$ cat config.mk
export PLATFORM = sky130hd
export DESIGN_NAME = alu_share_arbiter
export DESIGN_NICKNAME = d
export VERILOG_FILES = /design/src/rtl/alu_share_arbiter.sv
export SDC_FILE = /design/constraint.sdc
export NUM_CORES = 1
export LEC_CHECK = 0
export ABC_AREA = 1
export CAP_MARGIN = 30
export CORE_AREA = 5 5 119 121
export DETAILED_ROUTE_END_ITERATION = 8
export DIE_AREA = 0 0 124 126
export DONT_BUFFER_PORTS = 1
export PLACE_DENSITY = 0.67
export SLEW_MARGIN = 20
export SYNTH_ARGS = -nofsm -noshare
export SYNTH_HDL_FRONTEND = slang
export SYNTH_SLANG_ARGS = --single-unit
$ cat constraint.sdc
create_clock -name clk -period 1.81 [get_ports clk]
set_input_delay 0 -clock clk [delete_from_list [all_inputs] [get_ports clk]]
set_output_delay 0 -clock clk [all_outputs]
set_load 0.01 [all_outputs]
$ cat src/rtl/alu_share_arbiter.sv
// Purpose : shares one external ALU between the execute stage (port 0) and the
//           address/branch unit (port 1) with round-robin arbitration.
// Latency : accept on edge t; response valid at t+3 (legal op) or t+2 (illegal op).
// Backpressure: a port is only granted when its response register is empty; a
//           held response (rspN_valid && !rspN_ready) blocks that port only.
//
// Ports:
//   clk, rst_n                      clock, synchronous active-low reset
//   reqN_valid/ready/control/operandN  request handshake and payload, N = 0,1
//   rspN_valid/ready/result/overflow/zero/illegal  held response per requester
//   alu_control/operand0/operand1   registered drive into the shared ALU
//   alu_result/overflow/zero        combinational results from the shared ALU
module alu_share_arbiter #(
    parameter int          DATA_WIDTH = 32,
    parameter logic [3:0]  IDLE_CODE  = 4'b1111
) (
    input  logic                  clk,
    input  logic                  rst_n,

    input  logic                  req0_valid,
    output logic                  req0_ready,
    input  logic [3:0]            req0_control,
    input  logic [DATA_WIDTH-1:0] req0_operand0,
    input  logic [DATA_WIDTH-1:0] req0_operand1,

    input  logic                  req1_valid,
    output logic                  req1_ready,
    input  logic [3:0]            req1_control,
    input  logic [DATA_WIDTH-1:0] req1_operand0,
    input  logic [DATA_WIDTH-1:0] req1_operand1,

    output logic                  rsp0_valid,
    input  logic                  rsp0_ready,
    output logic [DATA_WIDTH-1:0] rsp0_result,
    output logic                  rsp0_overflow,
    output logic                  rsp0_zero,
    output logic                  rsp0_illegal,

    output logic                  rsp1_valid,
    input  logic                  rsp1_ready,
    output logic [DATA_WIDTH-1:0] rsp1_result,
    output logic                  rsp1_overflow,
    output logic                  rsp1_zero,
    output logic                  rsp1_illegal,

    output logic [3:0]            alu_control,
    output logic [DATA_WIDTH-1:0] alu_operand0,
    output logic [DATA_WIDTH-1:0] alu_operand1,
    input  logic [DATA_WIDTH-1:0] alu_result,
    input  logic                  alu_overflow,
    input  logic                  alu_zero
);

    typedef enum logic [1:0] {
        IDLE  = 2'd0,
        SETUP = 2'd1,
        EXEC  = 2'd2,
        DONE  = 2'd3
    } state_t;

    state_t     state;
    logic       last_grant;   // port granted most recently
    logic       cur_port;     // port owning the operation in flight
    logic [3:0] op_ctrl;      // opcode latched at acceptance

    logic                  elig0;
    logic                  elig1;
    logic                  grant0;
    logic                  grant1;
    logic                  accept;
    logic                  acc_port;
    logic [3:0]            acc_ctrl;
    logic [DATA_WIDTH-1:0] acc_op0;
    logic [DATA_WIDTH-1:0] acc_op1;

    function automatic logic is_legal(input logic [3:0] code);
        logic ok;
        case (code)
            4'b0000, 4'b0001, 4'b0010, 4'b0011,
            4'b0100, 4'b0110, 4'b0111, 4'b1000,
            4'b1001, 4'b1011, 4'b1100: ok = 1'b1;
            default:                   ok = 1'b0;
        endcase
        return ok;
    endfunction

    // A port with a response still held cannot issue; this keeps at most one
    // operation outstanding per requester.
    always_comb begin
        elig0  = req0_valid && !rsp0_valid;
        elig1  = req1_valid && !rsp1_valid;
        grant0 = 1'b0;
        grant1 = 1'b0;
        if (state == IDLE) begin
            if (elig0 && elig1) begin
                // tie: the port that did not win last time goes first
                grant0 = last_grant;
                grant1 = !last_grant;
            end else begin
                grant0 = elig0;
                grant1 = elig1;
            end
        end
    end

    assign req0_ready = grant0;
    assign req1_ready = grant1;
    assign accept     = grant0 || grant1;
    assign acc_port   = grant1;
    assign acc_ctrl   = grant1 ? req1_control  : req0_control;
    assign acc_op0    = grant1 ? req1_operand0 : req0_operand0;
    assign acc_op1    = grant1 ? req1_operand1 : req0_operand1;

    always_ff @(posedge clk) begin
        if (!rst_n) begin
            state         <= IDLE;
            last_grant    <= 1'b1;
            cur_port      <= 1'b0;
            op_ctrl       <= IDLE_CODE;
            alu_control   <= IDLE_CODE;
            alu_operand0  <= '0;
            alu_operand1  <= '0;
            rsp0_valid    <= 1'b0;
            rsp0_result   <= '0;
            rsp0_overflow <= 1'b0;
            rsp0_zero     <= 1'b0;
            rsp0_illegal  <= 1'b0;
            rsp1_valid    <= 1'b0;
            rsp1_result   <= '0;
            rsp1_overflow <= 1'b0;
            rsp1_zero     <= 1'b0;
            rsp1_illegal  <= 1'b0;
        end else begin
            // Consumption; payload is left as is once valid drops.
            if (rsp0_valid && rsp0_ready) begin
                rsp0_valid <= 1'b0;
            end
            if (rsp1_valid && rsp1_ready) begin
                rsp1_valid <= 1'b0;
            end

            case (state)
                IDLE: begin
                    alu_control <= IDLE_CODE;
                    if (accept) begin
                        cur_port   <= acc_port;
                        op_ctrl    <= acc_ctrl;
                        last_grant <= acc_port;
                        if (is_legal(acc_ctrl)) begin
                            // operands reach the ALU one cycle before the opcode
                            alu_operand0 <= acc_op0;
                            alu_operand1 <= acc_op1;
                            state        <= SETUP;
                        end else begin
                            state <= DONE;
                        end
                    end
                end

                SETUP: begin
                    alu_control <= op_ctrl;
                    state       <= EXEC;
                end

                EXEC: begin
                    alu_control <= IDLE_CODE;
                    if (cur_port == 1'b0) begin
                        rsp0_valid    <= 1'b1;
                        rsp0_result   <= alu_result;
                        rsp0_overflow <= alu_overflow;
                        rsp0_zero     <= alu_zero;
                        rsp0_illegal  <= 1'b0;
                    end else begin
                        rsp1_valid    <= 1'b1;
                        rsp1_result   <= alu_result;
                        rsp1_overflow <= alu_overflow;
                        rsp1_zero     <= alu_zero;
                        rsp1_illegal  <= 1'b0;
                    end
                    state <= IDLE;
                end

                DONE: begin
                    // unsupported opcode: answer without touching the ALU
                    alu_control <= IDLE_CODE;
                    if (cur_port == 1'b0) begin
                        rsp0_valid    <= 1'b1;
                        rsp0_result   <= '0;
                        rsp0_overflow <= 1'b0;
                        rsp0_zero     <= 1'b0;
                        rsp0_illegal  <= 1'b1;
                    end else begin
                        rsp1_valid    <= 1'b1;
                        rsp1_result   <= '0;
                        rsp1_overflow <= 1'b0;
                        rsp1_zero     <= 1'b0;
                        rsp1_illegal  <= 1'b1;
                    end
                    state <= IDLE;
                end

                default: begin
                    alu_control <= IDLE_CODE;
                    state       <= IDLE;
                end
            endcase
        end
    end

endmodule

==> results by group, run 1 <==
Logic synthesis
  – Register area share after synthesis: ~45%
  – Ys flop type: dfxtp_1
  – EDFF count, synth: 0
  – Synth top area share: 44.6%
  – Count of cell types in the netlist: 19
  – Dominant cell type by area after synthesis: dfxtp_1
  – Count leader, synth: nand2_1
  – FFs w/ async S/R, synth: 0%
  – Synth Register Bits: approximately 150
  – Mapped Cells: 990
  – Syn avg cell area: around 6.7 um^2
  – Synth top cells by count: nand2_1 (317), dfxtp_1 (148), a21oi_1 (133)
  – Synth area leaders: dfxtp_1 (45%), nand2_1 (18%), a21oi_1 (10%)
  – Synth Net Count: roughly 1200
  – Mapped Area: around 0.0066 mm^2
  – Yosys warning count: 0

Worst setup path
  – CP Capture Type: flip-flop
  – CP Launch Type: flip-flop
  – Worst r2r dst: alu_operand1[27]$_SDFFE_PN0P_
  – Number of buffers and inverters on the critical path: 2
  – Worst Reg-to-Reg Cells: 11
  – Crit-path leading delay family: simple AND/OR/NAND/NOR gates
  – Slowest-stage cell, CP: dfxtp_4
  – Stages on worst setup path: 11
  – CP Cell Sequence: inv_4, nand2_2, nor2_4, nand3_1, nand2_1, nand2_4, nand3_4, buf_6, nand3_1, nand2_1, nor2_1
  – Worst path required time: ~2100 ps
  – CP Class: flip-flop to flip-flop
  – Worst path max stage delay: approximately 380 ps
  – Crit Reg-Reg Startpoint: rsp1_valid$_SDFF_PN0_
  – Reg2reg setup slack: about 43 ps
  – Crit path arrival time: just over 2000 ps
  – Worst Path Max Fanout: 7

Finish
  – # fillers: 860
  – Finished Cell Area: between 0.009 and 0.01 mm^2
  – Final Util: ~76%
  – Sequential Area: a little under 0.003 mm^2
  – Nets: 1363
  – Layout cell share with drive strength beyond 1: slightly below 10%
  – Final std cells w/o fill: 1375
  – Area grow syn2layout: 49.3%
  – Area occupied by multi-input gates: 0.00317 mm^2
  – Antenna cells: 0

CTS
  – Clock root cell: clkbuf_16
  – Clock tree sinks: between 100 and 150
  – CTS tree: built
  – Maximum clock insertion buffer count: 2
  – Total CTS buffers: 17
  – H-tree levels: 4
  – Worst-Skew Late Latency: 420 ps
  – Worst-path clk slew: ~60 ps

Floorplanning
  – Die ar.: 0.0156 mm^2
  – Site Rows: 42
  – Die height: about 130 um
  – Initial Util: about half
  – Die X: 124 um
  – Core area: about 0.013 mm^2
  – IO Count: 318

Placement
  – Detailed Place HPWL: between 10 and 15 mm
  – DP Area: ~0.0067 mm^2
  – Placed Cells incl. Taps: approximately 1100
  – Buffers added on ports: 0
  – GPL Wtd Cong: 0.817
  – Place WS: 16.2 ps

Detailed routing
  – Final ANT Viol Nets: 0
  – Routed via count: between 7000 and 8000
  – DRC: 0
  – Drt first-iter violations: approximately 680
  – WL final: roughly 26 mm
  – Pre-antenna DRT Iters: 7
  – Via/cell ratio: approximately 5.5
  – Routed wire per std cell: 18.8 um

STA
  – Max-slew headroom: between 70% and 80%
  – Final hold vios: 0
  – Maximum clock rate: about 0.57 GHz
  – Tcrit/Tclk final: a little over nine tenths
  – Endpoints failing setup: 0
  – Worst Skew: 10.8 ps
  – Worst-margin pin slew: around 450 ps
  – Minimum clock period: between 1500 and 2000 ps
  – Slew Limit Fails: 0
  – RSZ-0062 raised after global routing: true
  – Worst Setup Slack, final: 43.3 ps

Hold path
  – Worst Hold End: op_ctrl[0]$_SDFFE_PN1P_
  – Min-delay worst type: primary input to flip-flop
  – Hold path cells: 5
  – Hold wc startpoint: req1_valid

Power and ir drop
  – Maximum VDD drop: approximately 880 uV
  – Tot Pwr: 13000 uW
  – Power per cell area: ~1300 mW/mm^2
  – Static Leak: between 0.004 and 0.005 uW

Global routing
  – First-pass GRT wire length: between 30 and 40 mm
  – Initial antenna violation count: 0
  – Total gr overflow: 0
  – Largest net degree at the start of global routing: 103
  – Vias in the first global route: 7131
  – Total Routing Usage GR: roughly 28%

Outcome
  – Status: completed

Flow run
  – Max Cap Violations: 0
-- logic make-up after synthesis --
family / share of synthesized area [%]
buffers and inverters: 10.7
AND/OR/NAND/NOR: 28.8
flip-flops: 44.6
AO/OA/AOI/OAI: 15.9
-- worst min-delay path, stage by stage --
cell and delay [ps]:
nand2_2 70, nor2_4 60, nand3_1 80, nand2_2 90
o211ai_1 150
-- routing by layer --
layer  vias to the layer above  GRT usage, %  share of wire (%)
li1                       3547             -                  -
met1                      3457          30.5                 35
met2                       482          46.8                 49
met3                       111          10.1                 11
met4                         0          17.8                5.3
met5                         -             0                  0
-- through the flow --
| step | TNS [ps] | hold slack [ps] |
|---|---|---|
| CTS | 0 | 48.0 |
| floorplan | 0 | 128 |
| global placement | 0 | 102 |
| finish | 0 | 85.0 |
| global route | -1290 | 78.0 |
| detailed placement | 0 | 113 |
-- cell type report --
cell class | count | area share (%)
inverters | 82 | 3.18
flip-flops and latches | 148 | 30.0
clock buffers | 19 | 4.46
clock inverters | 12 | 1.24
repair buffers | 251 | 27.0
multi-input cells | 687 | 31.9
well taps | 176 | 2.22
-- where the power goes --
part | switching, uW | internal (uW) | total (uW)
registers | 946 | 3990 | 4940
clock network | 1450 | 1950 | 3400
logic | 2610 | 2050 | 4660
-- layout by cell type, fill, tap and decap left out, drive strengths merged --
cell type,instances
buf,29
nor2,77
o21a,1
bufinv,1
inv,87
dlygate4sd3,215
a21oi,133
clkinv,4
nand3b,1
o21ai,71
clkbuf,26
dfxtp,148
nand3,79
clkinvlp,2
or2,4
o211ai,4
nand2,317
-- registers in the layout (all words and copies together), names as in the netlist --
signal and flops:
alu_control 4, alu_operand0 32, alu_operand1 32, cur_port 1, last_grant 1, op_ctrl 4
rsp0_illegal 1, rsp0_overflow 1, rsp0_result 32, rsp0_valid 1, rsp0_zero 1, rsp1_illegal 1
rsp1_overflow 1, rsp1_result 32, rsp1_valid 1, rsp1_zero 1, state 2
-- worst max-delay path by stage --
| stage | end | slack, ps | start |
|---|---|---|---|
| final | alu_operand1[27]$_SDFFE_PN0P_ | 40 | rsp1_valid$_SDFF_PN0_ |
| after global routing | alu_operand0[9]$_SDFFE_PN0P_ | -60 | state[0]$_SDFFE_PN0P_ |
| after CTS | rsp0_result[26]$_SDFFE_PN0P_ | 40 | state[1]$_SDFFE_PN0P_ |
| after detailed placement | alu_operand1[7]$_SDFFE_PN0P_ | 20 | state[1]$_SDFFE_PN0P_ |
| after global placement | alu_operand1[3]$_SDFFE_PN0P_ | 80 | state[1]$_SDFFE_PN0P_ |
| after floorplan | alu_operand0[0]$_SDFFE_PN0P_ | 190 | rsp0_valid$_SDFF_PN0_ |
-- timing repair --
item,CTS,global route
resized for setup,1,57
hold buffers,216,0
hold endpoints to repair,148,0
pin swaps,0,10
gates cloned,0,16
setup endpoints to repair,1,103
setup buffers,0,2
Note: power is estimated with default switching activity, not from simulation.
==> inputs of run 2 (changes only) <==
--- a/config.mk
+++ b/config.mk
@@ -5,13 +5,12 @@
 export SDC_FILE = /design/constraint.sdc
 export NUM_CORES = 1
 export LEC_CHECK = 0
-export ABC_AREA = 1
+export ABC_AREA = 0
 export CAP_MARGIN = 30
-export CORE_AREA = 5 5 119 121
+export CORE_AREA = 5 5 120 122
 export DETAILED_ROUTE_END_ITERATION = 8
-export DIE_AREA = 0 0 124 126
+export DIE_AREA = 0 0 125 127
 export DONT_BUFFER_PORTS = 1
-export PLACE_DENSITY = 0.67
 export SLEW_MARGIN = 20
 export SYNTH_ARGS = -nofsm -noshare
 export SYNTH_HDL_FRONTEND = slang
==> run 2 against run 1 <==
  * The flow now finishes with violations (negative hold slack, negative setup slack)
  * Combinational power shrank 61%
  * Sequential share of layout area up 7.3 points
  * Setup slack worse by 180 ps
  * Clock skew shrank 3.9 ps
  * Largest power group unchanged
==> results by group, run 2 <==
Floorplanning
  – Die X: 125 um (was 124 um)
  – Site Rows: 42 (unchanged)
  – Die height: 127 um (was 126 um)
  – Initial Util: 48.6% (was 51.2%)
  – IO Count: 318 (unchanged)
  – Core area: 0.0131 mm^2 (was 0.0130 mm^2)
  – Die ar.: 0.0159 mm^2 (was 0.0156 mm^2)

STA
  – Max-slew headroom: 70.9% (was 70.0%)
  – Slew Limit Fails: 0 (unchanged)
  – Worst-margin pin slew: 435 ps (was 449 ps)
  – Worst Skew: 6.98 ps (was 10.8 ps)
  – WHS: -257 ps (was 85.0 ps)
  – Maximum clock rate: 0.514 GHz (was 0.566 GHz)
  – Worst Setup Slack, final: -134 ps (was 43.3 ps)
  – RSZ-0062 raised after global routing: true (unchanged)
  – Tcrit/Tclk final: 107% (was 97.6%)
  – Final hold vios: 136 (was 0)
  – Minimum clock period: 1940 ps (was 1770 ps)
  – Endpoints failing setup: 65 (was 0)

Global routing
  – Vias in the first global route: 5288 (was 7131)
  – First-pass GRT wire length: 29.2 mm (was 35.4 mm)
  – Total Routing Usage GR: 22.9% (was 28.4%)
  – Largest net degree at the start of global routing: 145 (was 103)
  – Total gr overflow: 0 (unchanged)
  – Initial antenna violation count: 0 (unchanged)

Outcome
  – Failing checks: negative hold slack, negative setup slack
  – Status: finished with violations (was completed)

Logic synthesis
  – Register area share after synthesis: 46.6% (was 44.6%)
  – Syn avg cell area: 9.44 um^2 (was 6.71 um^2)
  – Synth Register Bits: 148 (unchanged)
  – FFs w/ async S/R, synth: 0% (unchanged)
  – Dominant cell type by area after synthesis: dfxtp_1 (unchanged)
  – Mapped Area: 0.00636 mm^2 (was 0.00665 mm^2)
  – Synth top area share: 46.6% (was 44.6%)
  – Mapped Cells: 674 (was 990)
  – EDFF count, synth: 0 (unchanged)
  – Synth area leaders: dfxtp_1 (47%), mux2i_1 (11%), nand3_1 (10%) (was dfxtp_1 (45%), nand2_1 (18%), a21oi_1 (10%))
  – Synth Net Count: 850 (was 1166)
  – Synth top cells by count: dfxtp_1 (148), nand3_1 (133), nand2_1 (81) (was nand2_1 (317), dfxtp_1 (148), a21oi_1 (133))
  – Count of cell types in the netlist: 26 (was 19)
  – Yosys warning count: 0 (unchanged)
  – Count leader, synth: dfxtp_1 (was nand2_1)
  – Ys flop type: dfxtp_1 (unchanged)

Detailed routing
  – Routed wire per std cell: 22.2 um (was 18.8 um)
  – Drt first-iter violations: 334 (was 678)
  – Pre-antenna DRT Iters: 7 (unchanged)
  – Via/cell ratio: 5.87 (was 5.53)
  – WL final: 19.8 mm (was 25.9 mm)
  – Routed via count: 5220 (was 7597)
  – DRC: 0 (unchanged)
  – Final ANT Viol Nets: 0 (unchanged)

Placement
  – Place WS: -152 ps (was 16.2 ps)
  – Detailed Place HPWL: 12.8 mm (was 12.7 mm)
  – Buffers added on ports: 0 (unchanged)
  – DP Area: 0.00660 mm^2 (was 0.00669 mm^2)
  – GPL Wtd Cong: 0.781 (was 0.817)

Power and ir drop
  – Seq pwr share: 42.8% (was 38.0%)
  – Clk pwr share: 38.1% (was 26.2%)
  – Sw Ratio: 28.0% (was 38.5%)
  – Internal Dissipation: 6840 uW (was 7990 uW)
  – Comb pwr share: 19.1% (was 35.8%)
  – P_sw: 2660 uW (was 5000 uW)
  – Static Leak: 0.00379 uW (was 0.00455 uW)
  – Maximum VDD drop: 682 uV (was 885 uV)
  – Power per cell area: 1190 mW/mm^2 (was 1310 mW/mm^2)

Finish
  – Commonest non-fill, non-tap cell in the layout: dfxtp_1 (was nand2_1)
  – Most frequent cells in the layout: dfxtp_1 (145), nand3_1 (128), nand2_1 (79) (was nand2_1 (306), dlygate4sd3_1 (215), dfxtp_1 (143))
  – # fillers: 1090 (was 860)
  – Finished Cell Area: 0.00796 mm^2 (was 0.00992 mm^2)
  – Antenna cells: 0 (unchanged)
  – Layout cell share with drive strength beyond 1: 13.4% (was 9.84%)
  – Area grow syn2layout: 25.2% (was 49.3%)
  – Nets: 878 (was 1363)

Worst setup path
  – CP Launch Type: flip-flop (unchanged)
  – CP Class: flip-flop to flip-flop (unchanged)
  – Crit path arrival time: 2250 ps (was 2070 ps)
  – CP Capture Type: flip-flop (unchanged)
  – Worst Path Max Fanout: 23 (was 7)
  – Worst path required time: 2120 ps (about the same)

CTS
  – Worst-path clk slew: 60 ps (about the same)
  – CTS tree: built (unchanged)
  – Total CTS buffers: 17 (unchanged)
  – Worst-Skew Late Latency: 410 ps (was 420 ps)
  – Clock root cell: clkbuf_16 (unchanged)
  – Maximum clock insertion buffer count: 2 (unchanged)
  – Clock tree sinks: 148 (unchanged)
  – H-tree levels: 4 (unchanged)

Flow run
  – Max Cap Violations: 0 (unchanged)

Hold path
  – Min-delay worst type: primary input to flip-flop (unchanged)
## run 2: cell count changes in the layout (fill, tap and decap cells not counted), moves of 62 or more
cell | previous run | this run
o211a_1 | 0 | 64
inv_1 | 77 | 3
mux2i_1 | 0 | 62
nor2_1 | 70 | 8
nand2_1 | 306 | 79
a21boi_0 | 0 | 73
o21ai_0 | 71 | 1
a21oi_1 | 119 | 2
dlygate4sd3_1 | 215 | 40
## run 2: power by group through the flow
stage                     Sequential (uW)  Combinational [uW]  Clock, uW
after floorplan                      4020                1180          0
after global placement               4140                1430          0
after detailed placement             4140                1480          0
after CTS                            4070                1620       3690
after global routing                 4110                1990       3850
final                                4070                1810       3630
## run 2: final timing paths
path | from | slack, ps | cells past startpoint | to
worst max-delay path | rsp1_valid$_SDFF_PN0_ | -130 | 6 | alu_operand1[23]$_SDFFE_PN0P_
worst min register to register | op_ctrl[2]$_SDFFE_PN1P_ | 440 | 1 | alu_control[2]$_SDFF_PP1_
worst min-delay path | alu_result[25] | -260 | 2 | rsp0_result[25]$_SDFFE_PN0P_
worst max register to register | rsp1_valid$_SDFF_PN0_ | -130 | 6 | alu_operand1[23]$_SDFFE_PN0P_
## run 2: kinds of logic after synthesis
logic type,after synthesis,share of synthesized area (%)
simple gates,239,17.4
flops,148,46.6
compound gates,146,19.7
buf+inv,74,5.72
mux,67,10.5
## run 2: critical path, stage by stage (launching register included)
cell and delay (ps):
dfxtp_2 310, nand2b_4 130, or4_4 570, mux2i_4 240, and2_4 220, buf_12 150, o211a_1 210
## run 2: through the flow
| stage | setup TNS, ps | utilization [%] | cells | power, uW | hold slack [ps] |
|---|---|---|---|---|---|
| after floorplan | -7450 | - | 674 | 5210 | 156 |
| after global placement | -7510 | 50.4 | 806 | 5570 | 97.8 |
| after detailed placement | -8780 | 50.4 | 806 | 5620 | 115 |
| after CTS | -7800 | 58.5 | 877 | 9380 | -322 |
| after global routing | -12280 | 60.8 | 890 | 9950 | -304 |
| final | -8010 | 60.8 | 890 | 9510 | -257 |
## run 2: repair_timing
action / 4_1_cts / 5_1_grt
resized for setup: 9 / 29
hold buffers: 38 / 2
buffers inserted: 1 / 6
pin swaps: 0 / 1
cloned: 1 / 5
endpoints found under the setup margin: 69 / 73
endpoints found under the hold margin: 148 / 137
## run 2: final cells by class
| cell class | count | area [um^2] | share of cell area, % |
|---|---|---|---|
| multi-input combinational | 452 | 3140 | 39.4 |
| clock buffer | 23 | 488 | 6.13 |
| inverter | 4 | 27.5 | 0.346 |
| sequential | 148 | 2970 | 37.3 |
| clock inverter | 8 | 124 | 1.56 |
| tap | 176 | 220 | 2.77 |
| timing repair buffer | 79 | 997 | 12.5 |
## run 2: per-layer routing
layer  up-vias  GRT usage, %  part of all wire (%)
li1       2452             -                     -
met1      2498          24.4                    37
met2       239          39.2                    51
met3        31          11.6                   9.8
met4         0          8.29                   2.6
met5         -             0                     0
==> inputs of run 3 (changes only) <==
--- a/config.mk
+++ b/config.mk
@@ -7,7 +7,7 @@
 export LEC_CHECK = 0
 export ABC_AREA = 0
 export CAP_MARGIN = 30
-export CORE_AREA = 5 5 120 122
+export CORE_AREA = 2 2 123 125
 export DETAILED_ROUTE_END_ITERATION = 8
 export DIE_AREA = 0 0 125 127
 export DONT_BUFFER_PORTS = 1
==> run 3 against run 2 <==
  * The flow still finishes with violations (negative hold slack, negative setup slack)
  * Routed wire length increased by 1.8%
  * Clock-buffer cell count grew 2
  * Clock skew shrank 1.7 ps
  * Sequential share of layout area shrank 0.83 points
  * Combinational power barely moved
  * Via count rose by 2.8%
  * Hold slack got worse by 1.4 ps
  * Maximum frequency decreased by 1.8%
  * Sequential power barely moved
  * Clock power hardly changed
  * Core utilization fell by 4.4 points
  * Design area is 2.3% higher
  * Highest routed layer unchanged
==> results by group, run 3 (synthesis results as in run 2) <==
Global routing
  – Total gr overflow: 0 (unchanged)
  – Total Routing Usage GR: 23.2% (was 22.9%)
  – Largest net degree at the start of global routing: 145 (unchanged)
  – Initial antenna violation count: 1 (was 0)
  – First-pass GRT wire length: 29.1 mm (was 29.2 mm)
  – Vias in the first global route: 5324 (was 5288)

Worst setup path
  – CP Launch Type: flip-flop (unchanged)
  – CP Class: flip-flop to flip-flop (unchanged)
  – Worst Path Max Fanout: 21 (was 23)
  – CP Capture Type: flip-flop (unchanged)
  – Crit path arrival time: 2280 ps (was 2250 ps)
  – Worst Reg-to-Reg Cells: 6 (unchanged)
  – Worst path required time: 2110 ps (was 2120 ps)

Floorplanning
  – Site Rows: 44 (was 42)
  – Core area: 0.0144 mm^2 (was 0.0131 mm^2)
  – Initial Util: 44.1% (was 48.6%)
  – Die height: 127 um (unchanged)
  – Die X: 125 um (unchanged)
  – Die ar.: 0.0159 mm^2 (unchanged)
  – IO Count: 318 (unchanged)

CTS
  – Worst-path clk slew: 60 ps (about the same)
  – CTS tree: built (unchanged)
  – Total CTS buffers: 17 (unchanged)
  – Clock tree sinks: 148 (unchanged)
  – Clock root cell: clkbuf_16 (unchanged)
  – H-tree levels: 4 (unchanged)
  – Worst-Skew Late Latency: 420 ps (was 410 ps)
  – Maximum clock insertion buffer count: 2 (unchanged)
  – Cts hold-fix bufs: 58 (was 38)

Flow run
  – Max Cap Violations: 0 (unchanged)

Finish
  – Antenna cells: 0 (unchanged)
  – Area grow syn2layout: 28.0% (was 25.2%)
  – Commonest non-fill, non-tap cell in the layout: dfxtp_1 (unchanged)
  – Sequential Area: 0.00297 mm^2 (about the same)
  – Layout cell share with drive strength beyond 1: 12.3% (was 13.4%)
  – Most frequent cells in the layout: dfxtp_1 (144), nand3_1 (132), nand2_1 (80) (was dfxtp_1 (145), nand3_1 (128), nand2_1 (79))
  – # fillers: 1250 (was 1090)
  – Final std cells w/o fill: 921 (was 890)
  – Nets: 900 (was 878)
  – Area occupied by multi-input gates: 0.00310 mm^2 (was 0.00314 mm^2)

STA
  – Worst Setup Slack, final: -170 ps (was -134 ps)
  – Endpoints failing setup: 65 (unchanged)
  – Minimum clock period: 1980 ps (was 1940 ps)
  – Final hold vios: 115 (was 136)
  – Fin Setup TNS: -10160 ps (was -8010 ps)
  – RSZ-0062 raised after global routing: true (unchanged)
  – Worst-margin pin slew: 341 ps (was 435 ps)
  – Tcrit/Tclk final: 109% (was 107%)
  – Worst Skew: 5.31 ps (was 6.98 ps)
  – Slew Limit Fails: 0 (unchanged)
  – Maximum clock rate: 0.505 GHz (was 0.514 GHz)
  – WHS: -258 ps (was -257 ps)
  – Max-slew headroom: 77.0% (was 70.9%)

Detailed routing
  – Routed via count: 5368 (was 5220)
  – Top Metal Used: met4 (unchanged)
  – Via/cell ratio: 5.83 (was 5.87)
  – Routed wire per std cell: 21.9 um (was 22.2 um)
  – Pre-antenna DRT Iters: 4 (was 7)
  – Drt first-iter violations: 258 (was 334)
  – Met2 routed WL: 10.3 mm (was 10.0 mm)
  – DRC: 0 (unchanged)
  – Final ANT Viol Nets: 0 (unchanged)
  – WL final: 20.1 mm (was 19.8 mm)
  – Met1 WL: 7.39 mm (was 7.31 mm)
  – WL met3: 2.05 mm (was 1.94 mm)

Hold path
  – Min-delay worst type: primary input to flip-flop (unchanged)
  – Hold path cells: 1 (was 2)

Placement
  – Buffers added on ports: 0 (unchanged)
  – Detailed Place HPWL: 12.7 mm (was 12.8 mm)
  – Placed Cells incl. Taps: 818 (was 806)
  – GPL Wtd Cong: 0.846 (was 0.781)

Power and ir drop
  – Maximum VDD drop: 609 uV (was 682 uV)
  – Static Leak: 0.00395 uW (was 0.00379 uW)
  – Power per cell area: 1170 mW/mm^2 (was 1190 mW/mm^2)

Outcome
  – Status: finished with violations (unchanged)
  – Failing checks: negative hold slack, negative setup slack (unchanged)
==> run 3: area by class of cell <==
class                      instances  area share (%)
inverter                           4           0.338
clock buffer                      25            6.08
sequential                       148            36.4
timing repair buffer             101            14.8
tap                              184            2.83
multi-input combinational        452            38.0
clock inverter                     7            1.47
==> run 3: final timing paths <==
path,startpoint,end,slack [ps]
worst max register to register,rsp1_valid$_SDFF_PN0_,alu_operand0[24]$_SDFFE_PN0P_,-170
worst max-delay path,rsp1_valid$_SDFF_PN0_,alu_operand0[24]$_SDFFE_PN0P_,-170
worst min-delay path,rst_n,rsp0_result[27]$_SDFFE_PN0P_,-260
worst min register to register,op_ctrl[3]$_SDFFE_PN1P_,alu_control[3]$_SDFF_PP1_,440
==> run 3: power by group <==
part / leakage (uW) / internal (uW) / switching (uW)
sequential: 0.00121 / 3630 / 428
combinational: 0.00244 / 907 / 883
clock: 0.000298 / 2320 / 1330
==> run 3: what timing repair did <==
item,CTS,global route
resized for setup,11,21
cloned,2,4
hold endpoints to repair,148,115
endpoints found under the setup margin,69,97
setup buffers,5,2
pin swaps,1,1
==> run 3: worst max-delay path: stages (launching register included) <==
cell      delay (ps)
dfxtp_2          310
nand2b_4         130
or4_4            590
mux2i_4          250
and2_4           220
buf_12           160
o211a_1          210
==> run 3: metal layers <==
metal,vias to the layer above,global-route usage (%)
met5,-,0
met4,0,9.54
met3,31,10.1
met2,248,41.2
met1,2590,24.2
li1,2499,-
==> run 3: per-stage QoR <==
step | cell area, um^2 | setup WS (ps) | utilization, % | power [uW]
detailed placement | 6660 | -139 | 46.2 | 5640
floorplan | 6390 | -124 | - | 5210
CTS | 7990 | -190 | 55.4 | 9490
global route | 8150 | -229 | 56.5 | 9910
global placement | 6660 | -122 | 46.2 | 5580
finish | 8150 | -170 | 56.5 | 9500
